--- src/rtl/spike_encoder_pkg.sv ---
// Shared constants for the spike rate encoder: intensity/accumulator widths
// and the controller state encoding.
package spike_encoder_pkg;

    localparam int unsigned INTENSITY_W = 6;
    localparam int unsigned ACC_W       = 6;

    localparam logic [1:0] ST_IDLE = 2'd0;
    localparam logic [1:0] ST_RUN  = 2'd1;
    localparam logic [1:0] ST_DONE = 2'd2;

endpackage

--- src/rtl/spike_phase_accumulator.sv ---
// One channel of the rate encoder: a phase accumulator whose carry-out is
// the spike for the step being issued.
module spike_phase_accumulator
    import spike_encoder_pkg::*;
(
    input  logic                   clk,
    input  logic                   reset,
    input  logic                   clear,
    input  logic                   advance,
    input  logic [INTENSITY_W-1:0] intensity,
    output logic                   spike
);

    logic [ACC_W-1:0] acc;
    logic [ACC_W:0]   sum;

    // Carry out of acc + intensity marks a spike for this step
    always_comb begin
        sum   = {1'b0, acc} + {{(ACC_W + 1 - INTENSITY_W){1'b0}}, intensity};
        spike = sum[ACC_W];
    end

    // Accumulator keeps the wrapped phase; cleared on reset or window start
    always_ff @(posedge clk) begin
        if (!reset || clear) begin
            acc <= '0;
        end else if (advance) begin
            acc <= sum[ACC_W-1:0];
        end
    end

endmodule

--- src/rtl/spike_rate_encoder.sv ---
// Rate encoder: converts per-channel 6-bit intensities into spike vectors
// over a window of num_steps time steps, one step per non-held RUN cycle.
module spike_rate_encoder
    import spike_encoder_pkg::*;
#(
    parameter int unsigned M       = 8,
    parameter int unsigned NSTEP_W = 8
) (
    input  logic                     clk,
    input  logic                     reset,
    input  logic                     start,
    input  logic [M*INTENSITY_W-1:0] intensities,
    input  logic [NSTEP_W-1:0]       num_steps,
    input  logic                     hold,
    output logic [M-1:0]             input_spikes,
    output logic                     spike_valid,
    output logic                     busy,
    output logic                     done,
    output logic [NSTEP_W-1:0]       step_count
);

    logic [1:0]               state;
    logic [M*INTENSITY_W-1:0] lat_int;
    logic [NSTEP_W-1:0]       lat_num;
    logic [NSTEP_W-1:0]       count_next;
    logic [M-1:0]             spikes;
    logic                     acc_clear;
    logic                     acc_advance;

    // Accumulator control and next step count derived from current state
    always_comb begin
        acc_clear   = (state == ST_IDLE) && start;
        acc_advance = (state == ST_RUN) && !hold;
        count_next  = step_count + 1'b1;
    end

    genvar g;
    generate
        for (g = 0; g < M; g++) begin : g_chan
            spike_phase_accumulator u_acc (
                .clk       (clk),
                .reset     (reset),
                .clear     (acc_clear),
                .advance   (acc_advance),
                .intensity (lat_int[g*INTENSITY_W +: INTENSITY_W]),
                .spike     (spikes[g])
            );
        end
    endgenerate

    // Window controller: latch on start, issue steps, pulse done for one cycle
    always_ff @(posedge clk) begin
        if (!reset) begin
            state        <= ST_IDLE;
            lat_int      <= '0;
            lat_num      <= '0;
            step_count   <= '0;
            input_spikes <= '0;
            spike_valid  <= 1'b0;
        end else begin
            input_spikes <= '0;
            spike_valid  <= 1'b0;
            case (state)
                ST_IDLE: begin
                    if (start) begin
                        lat_int    <= intensities;
                        lat_num    <= num_steps;
                        step_count <= '0;
                        state      <= (num_steps == '0) ? ST_DONE : ST_RUN;
                    end
                end
                ST_RUN: begin
                    if (!hold) begin
                        input_spikes <= spikes;
                        spike_valid  <= 1'b1;
                        step_count   <= count_next;
                        if (count_next == lat_num) begin
                            state <= ST_DONE;
                        end
                    end
                end
                default: begin
                    state <= ST_IDLE;
                end
            endcase
        end
    end

    // Status flags decoded directly from the state register
    always_comb begin
        busy = (state != ST_IDLE);
        done = (state == ST_DONE);
    end

endmodule

--- config.mk ---
export PLATFORM = sky130hd
export DESIGN_NAME = spike_rate_encoder
export DESIGN_NICKNAME = d
export VERILOG_FILES = /design/src/rtl/spike_encoder_pkg.sv /design/src/rtl/spike_phase_accumulator.sv /design/src/rtl/spike_rate_encoder.sv
export SDC_FILE = /design/constraint.sdc
export NUM_CORES = 1
export LEC_CHECK = 0
export ABC_AREA = 1
export ABC_CLOCK_PERIOD_IN_PS = 3700
export CAP_MARGIN = 20
export CORE_MARGIN = 4
export CORE_UTILIZATION = 33
export DETAILED_ROUTE_END_ITERATION = 8
export SYNTH_ARGS = -nofsm -noshare
export SYNTH_HDL_FRONTEND = slang
export SYNTH_SLANG_ARGS = --single-unit
--- constraint.sdc ---
create_clock -name clk -period 3.7 [get_ports clk]
set_input_delay 1.11 -clock clk [delete_from_list [all_inputs] [get_ports clk]]
set_output_delay 1.11 -clock clk [all_outputs]
set_load 0.02 [all_outputs]
**After elaboration in Yosys (flattened, before gate mapping)**

Cells that the tools add are included.

- Register bits after elaboration: 123
- Input port bits: 60
- Output and inout port bits: 19
- Word-level logic and storage cells: 54

- $add $sub $neg: 9
- Equality and inequality tests: 6
- Muxes and demuxes: 9
- Bitwise gates (word level): 2
- Reductions and logical operators: 14

Operators with widths:

| cell | count |
|---|---|
| adder 6 x 6 -> 7 bit | 8 |
| 2-to-1 mux 8 bit | 2 |
| case mux 8 bit (2 select lines) | 1 |
| adder 8 x 1 -> 8 bit (second input constant) | 1 |
| == test 8 bit | 1 |
| logical NOT 8 bit | 1 |
| 2-to-1 mux 2 bit | 4 |
| AND reduction 3 bit | 2 |
| inequality test 2 bit (second input constant) | 2 |
| case mux 2 bit (2 select lines) | 1 |
| AND reduction 2 bit | 2 |
| nonzero test 2 bit | 2 |
| OR reduction 3 bit | 1 |
| == test 2 x 1 -> 1 bit (second input constant) | 1 |
| == test 2 bit (second input constant) | 1 |
| logical AND 1 bit | 2 |
| logical NOT 1 bit | 2 |
| logical NOT 2 bit | 1 |
| inequality test 2 x 1 -> 1 bit (second input constant) | 1 |
| NOT 1 bit | 2 |
| logical OR 1 bit | 1 |
| 2-to-1 mux 1 bit | 1 |

**Depth between registers and ports, before layout**

- Depth after elaboration: 5
- Mapped depth: 12
- Depth with buffers taken out: 12

**By module**

Synthesis repeated with hierarchy kept, for this count alone.

- Cell total of the unflattened synthesis: 955
- Area total of the unflattened synthesis: 6681.4 µm²

Modules (own cells, without submodules):

| module | times used | cells an instance | area an instance (µm²) | sequential area each (µm²) |
|---|---|---|---|---|
| spike_phase_accumulator | 8 | 69 | 464.2 | 120.1 |
| spike_rate_encoder | 1 | 403 | 2967.8 | 1501.4 |

**Worst setup path after synthesis**

Ideal clock, no wire load.

- Path kind: input to register
- From: input port start
- To: register lat_int[39]
- Setup time: 0.116 ns
- Arrival time: 1.811 ns
- Required time: 3.584 ns
- Setup slack: 1.773 ns
- Stages: 7
- Path through: inv_1 > nor2_2 > inv_2 > buf_2 > buf_2 > nor2_1 > nor2_1

- Word-level cells in the longest chain between the ends: 1

RTL lines:

| what | line | RTL |
|---|---|---|
| start, declared | spike_rate_encoder.sv:11 | `input logic start,` |
| AND reduction 2 bit (no source line) | n/a |  |
| end signal, assigned | spike_rate_encoder.sv:66 | `lat_int <= intensities;` |
| end, declared | spike_rate_encoder.sv:23 | `logic [M*INTENSITY_W-1:0] lat_int;` |

Every way passes these cells.
A chain may end at the register's enable or synchronous reset.

**Final worst setup path**

- From: register step_count[3]
- To: output port step_count[3]

RTL lines:

| what | line | RTL |
|---|---|---|
| start, declared | spike_rate_encoder.sv:19 | `output logic [NSTEP_W-1:0] step_count` |
| start signal, assigned | spike_rate_encoder.sv:76 | `step_count <= count_next;` |

No word-level cell between the ends.

==> qor.csv <==
stage;metric;value;unit
setup_path;cp_cell_sequence;clkdlybuf4s50_1;
clocking;clock-root-buffer;clkbuf_16;
final_layout;multi_input_area;3280;µm²
clocking;cts_buffer_depth;2;
drt;ant_nets;0;
sta;min_period;2.71;ns
sta;setup-violations-final;0;
setup_path;worstPathArrival;1.60;ns
drt;drtIter0Drc;239;
setup_path;crit_cells;1;
synthesis;ys_top_cells_by_count;dfxtp_1 (123), inv_1 (116), nand2_1 (112), nor2_1 (110), o21ai_0 (94);
synthesis;synthArstFlopShare;0;%
synthesis;seq_area_frac_synth;38.8;%
clocking;cts.htree.levels;4;
setup_path;cp.required;2.59;ns
final_layout;nets;1029;
synthesis;syn_avg_cell_area;7.56;µm²
final_layout;drive_above_1_share;6.59;%
min_path;hold-path-cell-count;2;
setup_path;reg2reg_slack;1.73;ns
sta;fmax;370;MHz
global_route;use_met1;17.6;%
placement;dp_hpwl;9840;µm
floorplanning;fp.dieW;147;µm
sta;relSlewSlack;43.0;%
global_route;grtUsageTotal;13.6;%
sta;finClkSkew;0.00525;ns
final_layout;antenna_cells;0;
global_route;gr-total-overflow;0;
synthesis;ys_ff_latch;123;
floorplanning;fp-row-count;50;
synthesis;ys_warn_count;0;
drt;dr.pass1.iters;4;
placement;place_area;7350;µm²
synthesis;yosysUniqueCellTypes;32;
pwr;powerDensity;450;nW/µm²
status;run_status;completed;
placement;routabilityCongestion;0.799;
pwr;irDropWorstVdd;285;µV
global_route;met2_usage;21.6;%
final_layout;ff_latch_area;2460;µm²
floorplanning;design.core.area;18800;µm²
synthesis;syn_nets;956;
final_layout;design_area;7910;µm²
global_route;grt_pass1_vias;5166;
clocking;clkSinkCount;123;
drt;vias;5328;
drt;viasPerCell;4.50;
clocking;cts_tree;yes;
floorplanning;die_y;147;µm
setup_path;ff2ff_path_depth;7;
pwr;power.leakage;3.52;nW
job;cap_violations;0;
synthesis;synth_edf_count;0;
synthesis;synth_cells;839;
sta;rsz0062_at_grt;no;
synthesis;netlist_area;6340;µm²
setup_path;crit_buf_inv;1;
setup_path;startpoint_type;register;
sta;tightest_slew;0.854;ns
setup_path;reg2reg_from;state[0]$_SDFFE_PN0P_;
global_route;grt_max_degree;59;
setup_path;cp_max_fo;7;
sta;final_max_slew_viol_count;0;
setup_path;cp-end-kind;output port;
clocking;insertion_delay;0.41;ns
setup_path;critPathTopFamily;buffers and inverters;
drt;drc;0;
placement;port_buffers;78;
clocking;post-cts-setup-buffers;0;
sta;tns;0;ns
clocking;numCtsBuffers;17;
final_layout;syn_to_final_growth;24.8;%
synthesis;synth_most_common_cell;dfxtp_1;
setup_path;reg2reg_to;g_chan[3].u_acc.acc[0]$_SDFFE_PP0P_;
clocking;clk_pin_slew_worst_paths;0.05;ns
global_route;grt_pass1_wl;24100;µm
setup_path;slowest_stage;clkdlybuf4s50_1;
min_path;holdPathEnd;g_chan[5].u_acc.acc[0]$_SDFFE_PP0P_;
global_route;grt_busiest_layer;met2;
synthesis;synthFlopType;dfxtp_1;
min_path;hp-class;reg2reg;
final_layout;nFillCells;1892;
floorplanning;dieArea;21500;µm²
min_path;worstHoldStart;g_chan[5].u_acc.acc[0]$_SDFFE_PP0P_;
synthesis;synth.area.top_cells;dfxtp_1 (39%), ha_1 (9.7%), o21ai_0 (7.4%), inv_1 (6.9%), nand2_1 (6.6%);
global_route;use_met3;4.10;%
synthesis;netlist.area_leader.share;38.8;%
setup_path;cpPeakStageDelay;0.68;ns
synthesis;synth_largest_area_cell;dfxtp_1;
sta;finalHoldViolCount;0;
sta;post-route-period-util;73.1;%
global_route;antenna_found_initial;0;
floorplanning;start_util;33.7;%
floorplanning;pin_count;79;
drt;routedWlPerCell;12.1;µm
clocking;ctsHoldBuffers;0;
clocking;cts_resized;0;
setup_path;crit_type;reg2out;
drt;drt_wl_total;14300;µm
-- metrics by stage --
stage	total power, mW	worst slack, ns	util, %	hold slack, ns	cells
finish	3.56	0.994	42.0	0.465	1185
detailed placement	2.03	0.602	39.1	0.462	1153
floorplan	1.85	1.77	-	0.444	839
global placement	2.03	0.657	39.1	0.454	1153
CTS	3.61	0.988	42.0	0.470	1185
global route	3.76	0.868	42.0	0.490	1185
-- routing by layer --
layer  vias up  share of wire (%)
met2       102                 44
li1       2852                  -
met3        14                4.8
met4         0                1.5
met1      2360                 50
met5         -                  0
-- worst max-delay path by stage --
stage | slack (ns) | endpoint | start
3_3_place_gp | 0.66 | g_chan[6].u_acc.acc[0]$_SDFFE_PP0P_ | start
5_1_grt | 0.87 | g_chan[1].u_acc.acc[4]$_SDFFE_PP0P_ | start
2_1_floorplan | 1.77 | lat_int[39]$_SDFFE_PN0P_ | start
3_5_place_dp | 0.60 | g_chan[0].u_acc.acc[0]$_SDFFE_PP0P_ | start
4_1_cts | 0.99 | step_count[3] | step_count[3]$_SDFFE_PN0P_
6_report | 0.99 | step_count[3] | step_count[3]$_SDFFE_PN0P_
-- area by class of cell --
class | count | area share, %
multi-input combinational | 563 | 41.4
sequential | 123 | 31.1
timing repair buffer | 86 | 10.6
clock buffer | 25 | 6.26
inverter | 121 | 5.74
tap | 260 | 4.11
clock inverter | 7 | 0.806
-- power breakdown --
group,switching (mW),internal (mW),total (mW)
combinational,0.305,0.219,0.524
clock,0.569,0.989,1.56
sequential,0.0590,1.42,1.48
total,0.933,2.63,3.56
-- cells by family (layout without fill, tap and decap cells) --
| kind of cell | Yosys count | in the layout | share of synthesized area (%) |
|---|---|---|---|
| and+or+nand+nor | 285 | 285 | 19.2 |
| AOI/OAI and AO/OA | 198 | 198 | 17.0 |
| buffers and inverters | 153 | 239 | 9.57 |
| DFF | 123 | 123 | 38.8 |
| adders and majority gates | 57 | 57 | 12.2 |
| xor gates and xnor gates | 23 | 23 | 3.18 |
-- state kept, by name, summed over array words and instances, names as in the netlist --
| name | cells |
|---|---|
| lat_num | 8 |
| state | 2 |
| spike_valid | 1 |
| lat_int | 48 |
| input_spikes | 8 |
| step_count | 8 |
| g_chan.u_acc.acc | 48 |
-- cell usage in the layout, fill, tap and decap left out, types with 4 or more instances in the layout --
cell type          n
nor2_1           110
o21a_1             5
nand3_1           42
o21ai_1            5
o21ai_0           94
inv_1            116
ha_1              49
clkinv_2           5
buf_4              8
nor2_4             6
fa_1               8
nor2_2             4
clkdlybuf4s50_1   77
nand2_2            4
o211ai_1           4
clkbuf_1           4
a21oi_1           65
nand2_1          112
inv_2              5
xor2_1            22
clkbuf_8           4
dfxtp_1          123
clkbuf_16         17
o21bai_1          17
No activity file was read; power rests on OpenSTA's default activity.
